==> src/rtl/rd_id_ex_stage.sv <==
// ID/EX pipeline register feeding the ALU: holds one decoded instruction, forwards operands
// from EX/MEM and MEM/WB, detects load-use hazards and handshakes with valid/ready on both sides.
module rd_id_ex_stage #(
  parameter int unsigned XLEN = 64,
  parameter int unsigned RA   = 5
) (
  input  logic              clk_i,
  input  logic              rst_i,
  input  logic              id_valid_i,
  output logic              id_ready_o,
  input  logic [XLEN-1:0]   id_rs1_data_i,
  input  logic [XLEN-1:0]   id_rs2_data_i,
  input  logic [XLEN-1:0]   id_imm_i,
  input  logic [RA-1:0]     id_rs1_addr_i,
  input  logic [RA-1:0]     id_rs2_addr_i,
  input  logic [RA-1:0]     id_rd_addr_i,
  input  logic [3:0]        id_funct_i,
  input  logic [1:0]        id_aluop_i,
  input  logic              id_alusrc_i,
  input  logic              id_regwrite_i,
  input  logic              id_memread_i,
  input  logic              id_memwrite_i,
  input  logic              id_branch_i,
  input  logic              exm_regwrite_i,
  input  logic              exm_memread_i,
  input  logic [RA-1:0]     exm_rd_addr_i,
  input  logic [XLEN-1:0]   exm_result_i,
  input  logic              mwb_regwrite_i,
  input  logic [RA-1:0]     mwb_rd_addr_i,
  input  logic [XLEN-1:0]   mwb_result_i,
  input  logic              flush_i,
  output logic              ex_valid_o,
  input  logic              ex_ready_i,
  output logic [XLEN-1:0]   ex_a_o,
  output logic [XLEN-1:0]   ex_b_o,
  output logic [XLEN-1:0]   ex_store_data_o,
  output logic [3:0]        ex_funct_o,
  output logic [1:0]        ex_aluop_o,
  output logic [RA-1:0]     ex_rd_addr_o,
  output logic              ex_regwrite_o,
  output logic              ex_memread_o,
  output logic              ex_memwrite_o,
  output logic              ex_branch_o,
  output logic [31:0]       bubble_cnt_o
);

  logic              valid_q,    valid_d;
  logic [RA-1:0]     rs1_addr_q, rs1_addr_d;
  logic [RA-1:0]     rs2_addr_q, rs2_addr_d;
  logic [XLEN-1:0]   rs1_data_q, rs1_data_d;
  logic [XLEN-1:0]   rs2_data_q, rs2_data_d;
  logic [XLEN-1:0]   imm_q,      imm_d;
  logic [RA-1:0]     rd_q,       rd_d;
  logic [3:0]        funct_q,    funct_d;
  logic [1:0]        aluop_q,    aluop_d;
  logic              alusrc_q,   alusrc_d;
  logic              regwrite_q, regwrite_d;
  logic              memread_q,  memread_d;
  logic              memwrite_q, memwrite_d;
  logic              branch_q,   branch_d;
  logic [31:0]       bubble_q,   bubble_d;

  logic              fire_out;
  logic              load_use;
  logic              id_ready;
  logic              accept;
  logic [XLEN-1:0]   cap_rs1;
  logic [XLEN-1:0]   cap_rs2;
  logic              snoop_rs1;
  logic              snoop_rs2;
  logic [XLEN-1:0]   fwd1;
  logic [XLEN-1:0]   fwd2;

  always_comb begin
    fire_out = valid_q & ex_ready_i;
    // rs2 only matters for the hazard when it is actually read: R-type operand or store data
    load_use = valid_q & memread_q & (rd_q != '0) &
               ((rd_q == id_rs1_addr_i) |
                ((rd_q == id_rs2_addr_i) & (!id_alusrc_i | id_memwrite_i)));
    id_ready = (!valid_q | ex_ready_i) & !load_use;
    accept   = id_valid_i & id_ready;
  end

  always_comb begin
    cap_rs1 = id_rs1_data_i;
    cap_rs2 = id_rs2_data_i;
    if (mwb_regwrite_i && (mwb_rd_addr_i == id_rs1_addr_i) && (id_rs1_addr_i != '0)) begin
      cap_rs1 = mwb_result_i;
    end
    if (mwb_regwrite_i && (mwb_rd_addr_i == id_rs2_addr_i) && (id_rs2_addr_i != '0)) begin
      cap_rs2 = mwb_result_i;
    end
    snoop_rs1 = mwb_regwrite_i && (mwb_rd_addr_i == rs1_addr_q) && (rs1_addr_q != '0);
    snoop_rs2 = mwb_regwrite_i && (mwb_rd_addr_i == rs2_addr_q) && (rs2_addr_q != '0);
  end

  always_comb begin
    valid_d    = valid_q;
    rs1_addr_d = rs1_addr_q;
    rs2_addr_d = rs2_addr_q;
    rs1_data_d = rs1_data_q;
    rs2_data_d = rs2_data_q;
    imm_d      = imm_q;
    rd_d       = rd_q;
    funct_d    = funct_q;
    aluop_d    = aluop_q;
    alusrc_d   = alusrc_q;
    regwrite_d = regwrite_q;
    memread_d  = memread_q;
    memwrite_d = memwrite_q;
    branch_d   = branch_q;

    if (flush_i) begin
      valid_d = 1'b0;
    end else if (accept) begin
      valid_d    = 1'b1;
      rs1_addr_d = id_rs1_addr_i;
      rs2_addr_d = id_rs2_addr_i;
      rs1_data_d = cap_rs1;
      rs2_data_d = cap_rs2;
      imm_d      = id_imm_i;
      rd_d       = id_rd_addr_i;
      funct_d    = id_funct_i;
      aluop_d    = id_aluop_i;
      alusrc_d   = id_alusrc_i;
      regwrite_d = id_regwrite_i;
      memread_d  = id_memread_i;
      memwrite_d = id_memwrite_i;
      branch_d   = id_branch_i;
    end else if (fire_out) begin
      valid_d = 1'b0;
    end

    // A stalled entry must not lose a writeback that retires while it waits
    if (valid_q && !fire_out && !accept) begin
      if (snoop_rs1) rs1_data_d = mwb_result_i;
      if (snoop_rs2) rs2_data_d = mwb_result_i;
    end
  end

  always_comb begin
    bubble_d = bubble_q;
    if (fire_out && load_use && id_valid_i && !flush_i && (bubble_q != '1)) begin
      bubble_d = bubble_q + 32'd1;
    end
  end

  always_comb begin
    if (rs1_addr_q == '0) begin
      fwd1 = rs1_data_q;
    end else if (exm_regwrite_i && !exm_memread_i && (exm_rd_addr_i == rs1_addr_q)) begin
      fwd1 = exm_result_i;
    end else if (mwb_regwrite_i && (mwb_rd_addr_i == rs1_addr_q)) begin
      fwd1 = mwb_result_i;
    end else begin
      fwd1 = rs1_data_q;
    end

    if (rs2_addr_q == '0) begin
      fwd2 = rs2_data_q;
    end else if (exm_regwrite_i && !exm_memread_i && (exm_rd_addr_i == rs2_addr_q)) begin
      fwd2 = exm_result_i;
    end else if (mwb_regwrite_i && (mwb_rd_addr_i == rs2_addr_q)) begin
      fwd2 = mwb_result_i;
    end else begin
      fwd2 = rs2_data_q;
    end
  end

  always_ff @(posedge clk_i or posedge rst_i) begin
    if (rst_i) begin
      valid_q    <= 1'b0;
      rs1_addr_q <= '0;
      rs2_addr_q <= '0;
      rs1_data_q <= '0;
      rs2_data_q <= '0;
      imm_q      <= '0;
      rd_q       <= '0;
      funct_q    <= '0;
      aluop_q    <= '0;
      alusrc_q   <= 1'b0;
      regwrite_q <= 1'b0;
      memread_q  <= 1'b0;
      memwrite_q <= 1'b0;
      branch_q   <= 1'b0;
      bubble_q   <= '0;
    end else begin
      valid_q    <= valid_d;
      rs1_addr_q <= rs1_addr_d;
      rs2_addr_q <= rs2_addr_d;
      rs1_data_q <= rs1_data_d;
      rs2_data_q <= rs2_data_d;
      imm_q      <= imm_d;
      rd_q       <= rd_d;
      funct_q    <= funct_d;
      aluop_q    <= aluop_d;
      alusrc_q   <= alusrc_d;
      regwrite_q <= regwrite_d;
      memread_q  <= memread_d;
      memwrite_q <= memwrite_d;
      branch_q   <= branch_d;
      bubble_q   <= bubble_d;
    end
  end

  assign id_ready_o      = id_ready;
  assign ex_valid_o      = valid_q;
  assign ex_a_o          = fwd1;
  assign ex_b_o          = alusrc_q ? imm_q : fwd2;
  assign ex_store_data_o = fwd2;
  assign ex_funct_o      = funct_q;
  assign ex_aluop_o      = aluop_q;
  assign ex_rd_addr_o    = rd_q;
  assign ex_regwrite_o   = regwrite_q;
  assign ex_memread_o    = memread_q;
  assign ex_memwrite_o   = memwrite_q;
  assign ex_branch_o     = branch_q;
  assign bubble_cnt_o    = bubble_q;

endmodule
==> config.mk <==
export PLATFORM = sky130hd
export DESIGN_NAME = rd_id_ex_stage
export DESIGN_NICKNAME = d
export VERILOG_FILES = /design/src/rtl/rd_id_ex_stage.sv
export SDC_FILE = /design/constraint.sdc
export NUM_CORES = 1
export LEC_CHECK = 0
export CORE_MARGIN = 4
export CORE_UTILIZATION = 23
export CTS_BUF_LIST = sky130_fd_sc_hd__clkbuf_8
export CTS_CLUSTER_DIAMETER = 60
export CTS_CLUSTER_SIZE = 24
export DETAILED_ROUTE_END_ITERATION = 10
export PLACE_DENSITY = 0.52
export SLEW_MARGIN = 30
export SYNTH_ARGS = -nofsm -noshare
export SYNTH_HDL_FRONTEND = slang
export SYNTH_SLANG_ARGS = --single-unit
export TNS_END_PERCENT = 5
==> constraint.sdc <==
create_clock -name clk_i -period 8.5 [get_ports clk_i]
set_input_delay 2.125 -clock clk_i [delete_from_list [all_inputs] [get_ports clk_i]]
set_output_delay 2.125 -clock clk_i [all_outputs]
set_load 0.01 [all_outputs]
### Word level (Yosys, flattened, before mapping)

Cells that the tools add are included.

* $add $sub $neg: 1
* eq/ne operators: 9
* muxes and demuxes: 20
* bitwise operators: 11
* reductions and logical operators: 33

Operator list (number)
* 64-bit 2-to-1 mux: 17
* 5-bit == test: 8
* 32-bit by 1-bit adder with 32-bit output, second input constant: 1
* 32-bit != test, second input constant: 1
* 5-bit nonzero test: 5
* 1-bit logical AND: 17
* 5-bit zero test: 2
* 1-bit bitwise AND: 7
* 1-bit zero test: 7
* 1-bit 2-to-1 mux: 3
* 1-bit OR: 3
* 3-bit nonzero test: 1
* 2-bit AND reduction: 1
* 1-bit inverter: 1

* register bits after elaboration: 251
* bits of input ports: 364
* output and inout port bits: 241
* word-level logic and storage cells: 89

### Longest topological paths before layout

* depth in word-level cells: 12
* depth in mapped cells: 9
* gate-level depth less buffers: 7

### Worst setup path before layout

OpenSTA, ideal clock, no wires.

* path kind: input port to output port
* start: input mwb_rd_addr_i[4]
* end: output ex_b_o[62]
* arrival: 3.998 ns
* required time: 6.375 ns
* setup slack: 2.377 ns
* cell stages on the path: 8
* path buffers: 2
* cells stage by stage: clkbuf_1 xnor2_1 nand2_1 or3_1 a21oi_2 clkbuf_1 o22a_1 mux2_2

* cells in the longest elaborated chain, start to end: 6

Ends and longest elaborated chain
* start, declared: line 29 `input logic [RA-1:0] mwb_rd_addr_i,`
* 5-bit == test: line 163 `end else if (mwb_regwrite_i && (mwb_rd_addr_i == rs2_addr_q)) begin`
* 1-bit logical AND: line 163
* 64-bit 2-to-1 mux: line 163
* 64-bit 2-to-1 mux: line 161 `end else if (exm_regwrite_i && !exm_memread_i && (exm_rd_addr_i == rs2_addr_q)) begin`
* 64-bit 2-to-1 mux: line 159 `if (rs2_addr_q == '0) begin`
* via ex_store_data_o[62]: line 36 `output logic [XLEN-1:0] ex_store_data_o,`
* 64-bit 2-to-1 mux: line 209 `assign ex_b_o = alusrc_q ? imm_q : fwd2;`
* end, declared: line 35 `output logic [XLEN-1:0] ex_b_o,`

The timed path passes the listed nets, and every way through them passes these cells.

### Worst setup path in the final report

* start: input exm_rd_addr_i[3]
* end: output ex_b_o[61]

* cells in the longest elaborated chain, start to end: 5

Ends and longest elaborated chain
* start, declared: line 26 `input logic [RA-1:0] exm_rd_addr_i,`
* 5-bit == test: line 161
* 1-bit logical AND: line 161
* 64-bit 2-to-1 mux: line 161
* 64-bit 2-to-1 mux: line 159
* 64-bit 2-to-1 mux: line 209

Every way passes these cells.

==> impl_metrics.py <==
metrics = {
    "run_status": {
        "status": "finished clean",
    },
    "sta": {
        "fmax_mhz": 135,
        "tightest_slew_ns": 1.03,
        "period_share_pct": 86.9,
        "rsz0062_at_grt": "false",
        "skew_ns": 0.0337,
        "fin_tns_setup_ns": 0,
        "relSlewSlack_pct": 31.1,
        "finalSetupViolCount": 0,
        "setup_slack_ns": 1.12,
        "post-route-min-period_ns": 7.38,
        "hold_viol": 0,
        "drv_slew": 0,
    },
    "floorplanning": {
        "die_y_um": 262,
        "rows": 92,
        "dieArea_um2": 68600,
        "core_area_um2": 63400,
        "ios": 605,
        "die_w_um": 262,
        "initial_core_util_pct": 23.4,
    },
    "place": {
        "dp_hpwl_um": 51900,
        "gp_congestion": 0.862,
        "io_buffer_count": 604,
        "place_ws_ns": 1.17,
        "place_inst": 2824,
    },
    "synthesis": {
        "muxShareOfSynthArea_pct": 10.9,
        "ys_types": 45,
        "yosysWarnings": 0,
        "postSynthAreaPerCell_um2": 9.92,
        "yosys.area_share.adder_pct": 0.0843,
        "synth_area_um2": 14800,
        "synth_top_family_by_area": "compound AO/OA/AOI/OAI gates",
        "yosys.area_share.xor_xnor_pct": 4.07,
        "syn_nets": 1860,
        "ys_seq_area_share_pct": 42.3,
        "yosys.area_share.simple_pct": 14.6,
        "synth_cells": 1495,
        "synth-seq-cells": 251,
        "synth_compound_area_share_pct": 21.8,
    },
    "detailed_routing": {
        "ant_nets": 0,
        "drc_errors": 0,
        "via_count": 15300,
        "routed_wl_um": 77400,
        "dr.pass1.iters": 5,
        "drt_iter0_drc": 1072,
        "viasPerCell": 5.25,
        "wl_per_cell_um": 26.5,
    },
    "global_routing": {
        "grt_overflow": 0,
        "grt_start_max_net_pins": 144,
        "antenna_found_initial": 25,
        "grt_pass1_vias": 15900,
        "grt_first_pass_wirelength_um": 111000,
        "grt_util_all_layers_pct": 21.4,
    },
    "critical_path": {
        "startpoint_type": "input pin",
        "worstSetupPathType": "in2out",
        "critPathCaptureType": "output port",
        "r2r.worst_path.cells": 6,
        "reg2reg_slack_ns": 4.85,
        "required_ns": 6.38,
        "cp.arrival_ns": 5.26,
        "timing.rr.end": "ex_memread_o",
        "r2r-start": "ex_rd_addr_o[0]",
        "critPathMaxFanout": 64,
    },
    "clock_tree": {
        "cts_tree": "yes",
        "cts_buffers": 40,
        "htree_num_levels": 2,
        "cts-root-buf": "clkbuf_8",
        "numClockSinks": 251,
        "clock_latency_ns": 0.62,
        "holdBufCountCts": 0,
        "cts_resized": 0,
        "postCtsSetupRepairBufs": 0,
        "cts_buffer_depth": 3,
        "clk_pin_slew_worst_paths_ns": 0.08,
    },
    "cells_and_area": {
        "drive_gt1_share_pct": 17.3,
        "areaGrowthSynthToFinish_pct": 53.7,
        "mostFrequentLayoutCells": "604 x clkdlybuf4s50_1, 250 x dfrtp_1, 142 x mux2_2",
        "num-nets-final": 2386,
        "fin_cells": 2914,
        "layout_commonest_cell": "clkdlybuf4s50_1",
        "utilization_pct": 36.0,
    },
    "power_and_ir_drop": {
        "vdd_drop_max_uv": 117,
        "leakagePower_uw": 0.00848,
        "report.power.total_uw": 4390,
        "p_per_area_nw_per_um2": 192,
    },
    "min_path": {
        "holdCritStartpoint": "imm_q[42]",
        "min_to": "imm_q[42]",
        "whs_path_depth": 1,
        "hold_class": "reg2reg",
    },
    "flow_run": {
        "max_cap_violations": 0,
    },
}
## flip-flops by register name, indices dropped and copies added, names as in the netlist
| signal | cells |
|---|---|
| ex_regwrite_o | 1 |
| ex_funct_o | 4 |
| ex_memread_o | 1 |
| ex_branch_o | 1 |
| rs2_addr_q | 5 |
| ex_rd_addr_o | 5 |
| ex_aluop_o | 2 |
| ex_memwrite_o | 1 |
| rs1_data_q | 64 |
| rs1_addr_q | 5 |
| bubble_cnt_o | 32 |
| imm_q | 64 |
| rs2_data_q | 64 |
| alusrc_q | 1 |
| ex_valid_o | 1 |
## cells by family after synthesis
group / count (synthesis)
buffers and inverters: 218
flip-flops: 251
AO/OA/AOI/OAI: 400
adder cells (fa/ha/maj): 1
multiplexers: 143
XOR/XNOR: 69
AND/OR/NAND/NOR: 413
## per-stage QoR
stage	area (µm²)	hold WS [ns]
2_1_floorplan	14800	0.475
6_report	22800	0.507
3_3_place_gp	21600	0.465
4_1_cts	22700	0.510
3_5_place_dp	21800	0.490
5_1_grt	22800	0.525
## metal layers
metal  vias to the layer above  GRT usage (%)  share of wire, %
li1                       6744              -                 -
met5                         -              0              0.19
met2                       789           35.6                47
met3                       157           6.68                10
met1                      7600           26.4                39
met4                        20           6.98               2.8
## area by class of cell
class / instances / area [µm²]
inverters: 71 / 270
flip-flops and latches: 251 / 6280
well taps: 846 / 1060
diodes: 15 / 37.5
clock inverters: 28 / 328
clock buffers: 46 / 633
repair buffers: 631 / 6430
multi-input cells: 1026 / 7760
fillers: 6374 / 40600
## power breakdown
group          internal, µW  switching, µW  leakage, µW
clock                   609            674     0.000478
sequential             1380            133      0.00291
combinational           895            696      0.00508
total                  2880           1500      0.00848
## how the worst max path moves through the flow
stage | from | endpoint | slack [ns] | cells after the start
6_report | exm_rd_addr_i[3] | ex_b_o[61] | 1.12 | 9
5_1_grt | exm_rd_addr_i[3] | ex_b_o[61] | 1.06 | 9
4_1_cts | exm_rd_addr_i[3] | ex_b_o[61] | 1.16 | 9
3_5_place_dp | exm_rd_addr_i[3] | ex_b_o[61] | 1.17 | 9
3_3_place_gp | exm_rd_addr_i[3] | ex_b_o[61] | 1.17 | 9
2_1_floorplan | mwb_rd_addr_i[4] | ex_b_o[62] | 2.38 | 8
## cell usage after synthesis, drive strengths merged
master / number / share of area, %
a21boi: 1 / 0.051
a21oi: 69 / 2.4
a311o: 1 / 0.067
a311oi: 1 / 0.059
a31oi: 64 / 2.7
and3: 2 / 0.084
and4: 1 / 0.059
buf: 40 / 1.7
clkbuf: 107 / 2.7
dfrtp: 251 / 42
ha: 1 / 0.084
inv: 71 / 1.8
mux2: 143 / 11
nand2: 57 / 1.4
nand2b: 4 / 0.17
nand3: 16 / 0.54
nand3b: 1 / 0.051
nand4: 9 / 0.38
nand4b: 1 / 0.059
nor2: 75 / 1.9
nor2b: 1 / 0.042
nor3: 77 / 2.6
nor3b: 1 / 0.051
nor4: 17 / 0.76
o21a: 1 / 0.051
o21ai: 3 / 0.10
o221a: 128 / 9.7
o22a: 64 / 3.8
o22ai: 65 / 2.7
o31ai: 1 / 0.051
o41ai: 2 / 0.12
or2: 5 / 0.21
or3: 135 / 5.7
or4: 11 / 0.56
xnor2: 36 / 2.1
xor2: 33 / 1.9
## critical path, cell delays in order
cell	delay [ns]
clkdlybuf4s50_1	0.56
xnor2_1	0.14
nand4_1	0.19
or2_4	0.51
a21oi_4	0.23
buf_12	0.35
o22a_1	0.34
mux2_2	0.21
clkdlybuf4s50_1	0.54
No activity file was read; power rests on OpenSTA's default activity.
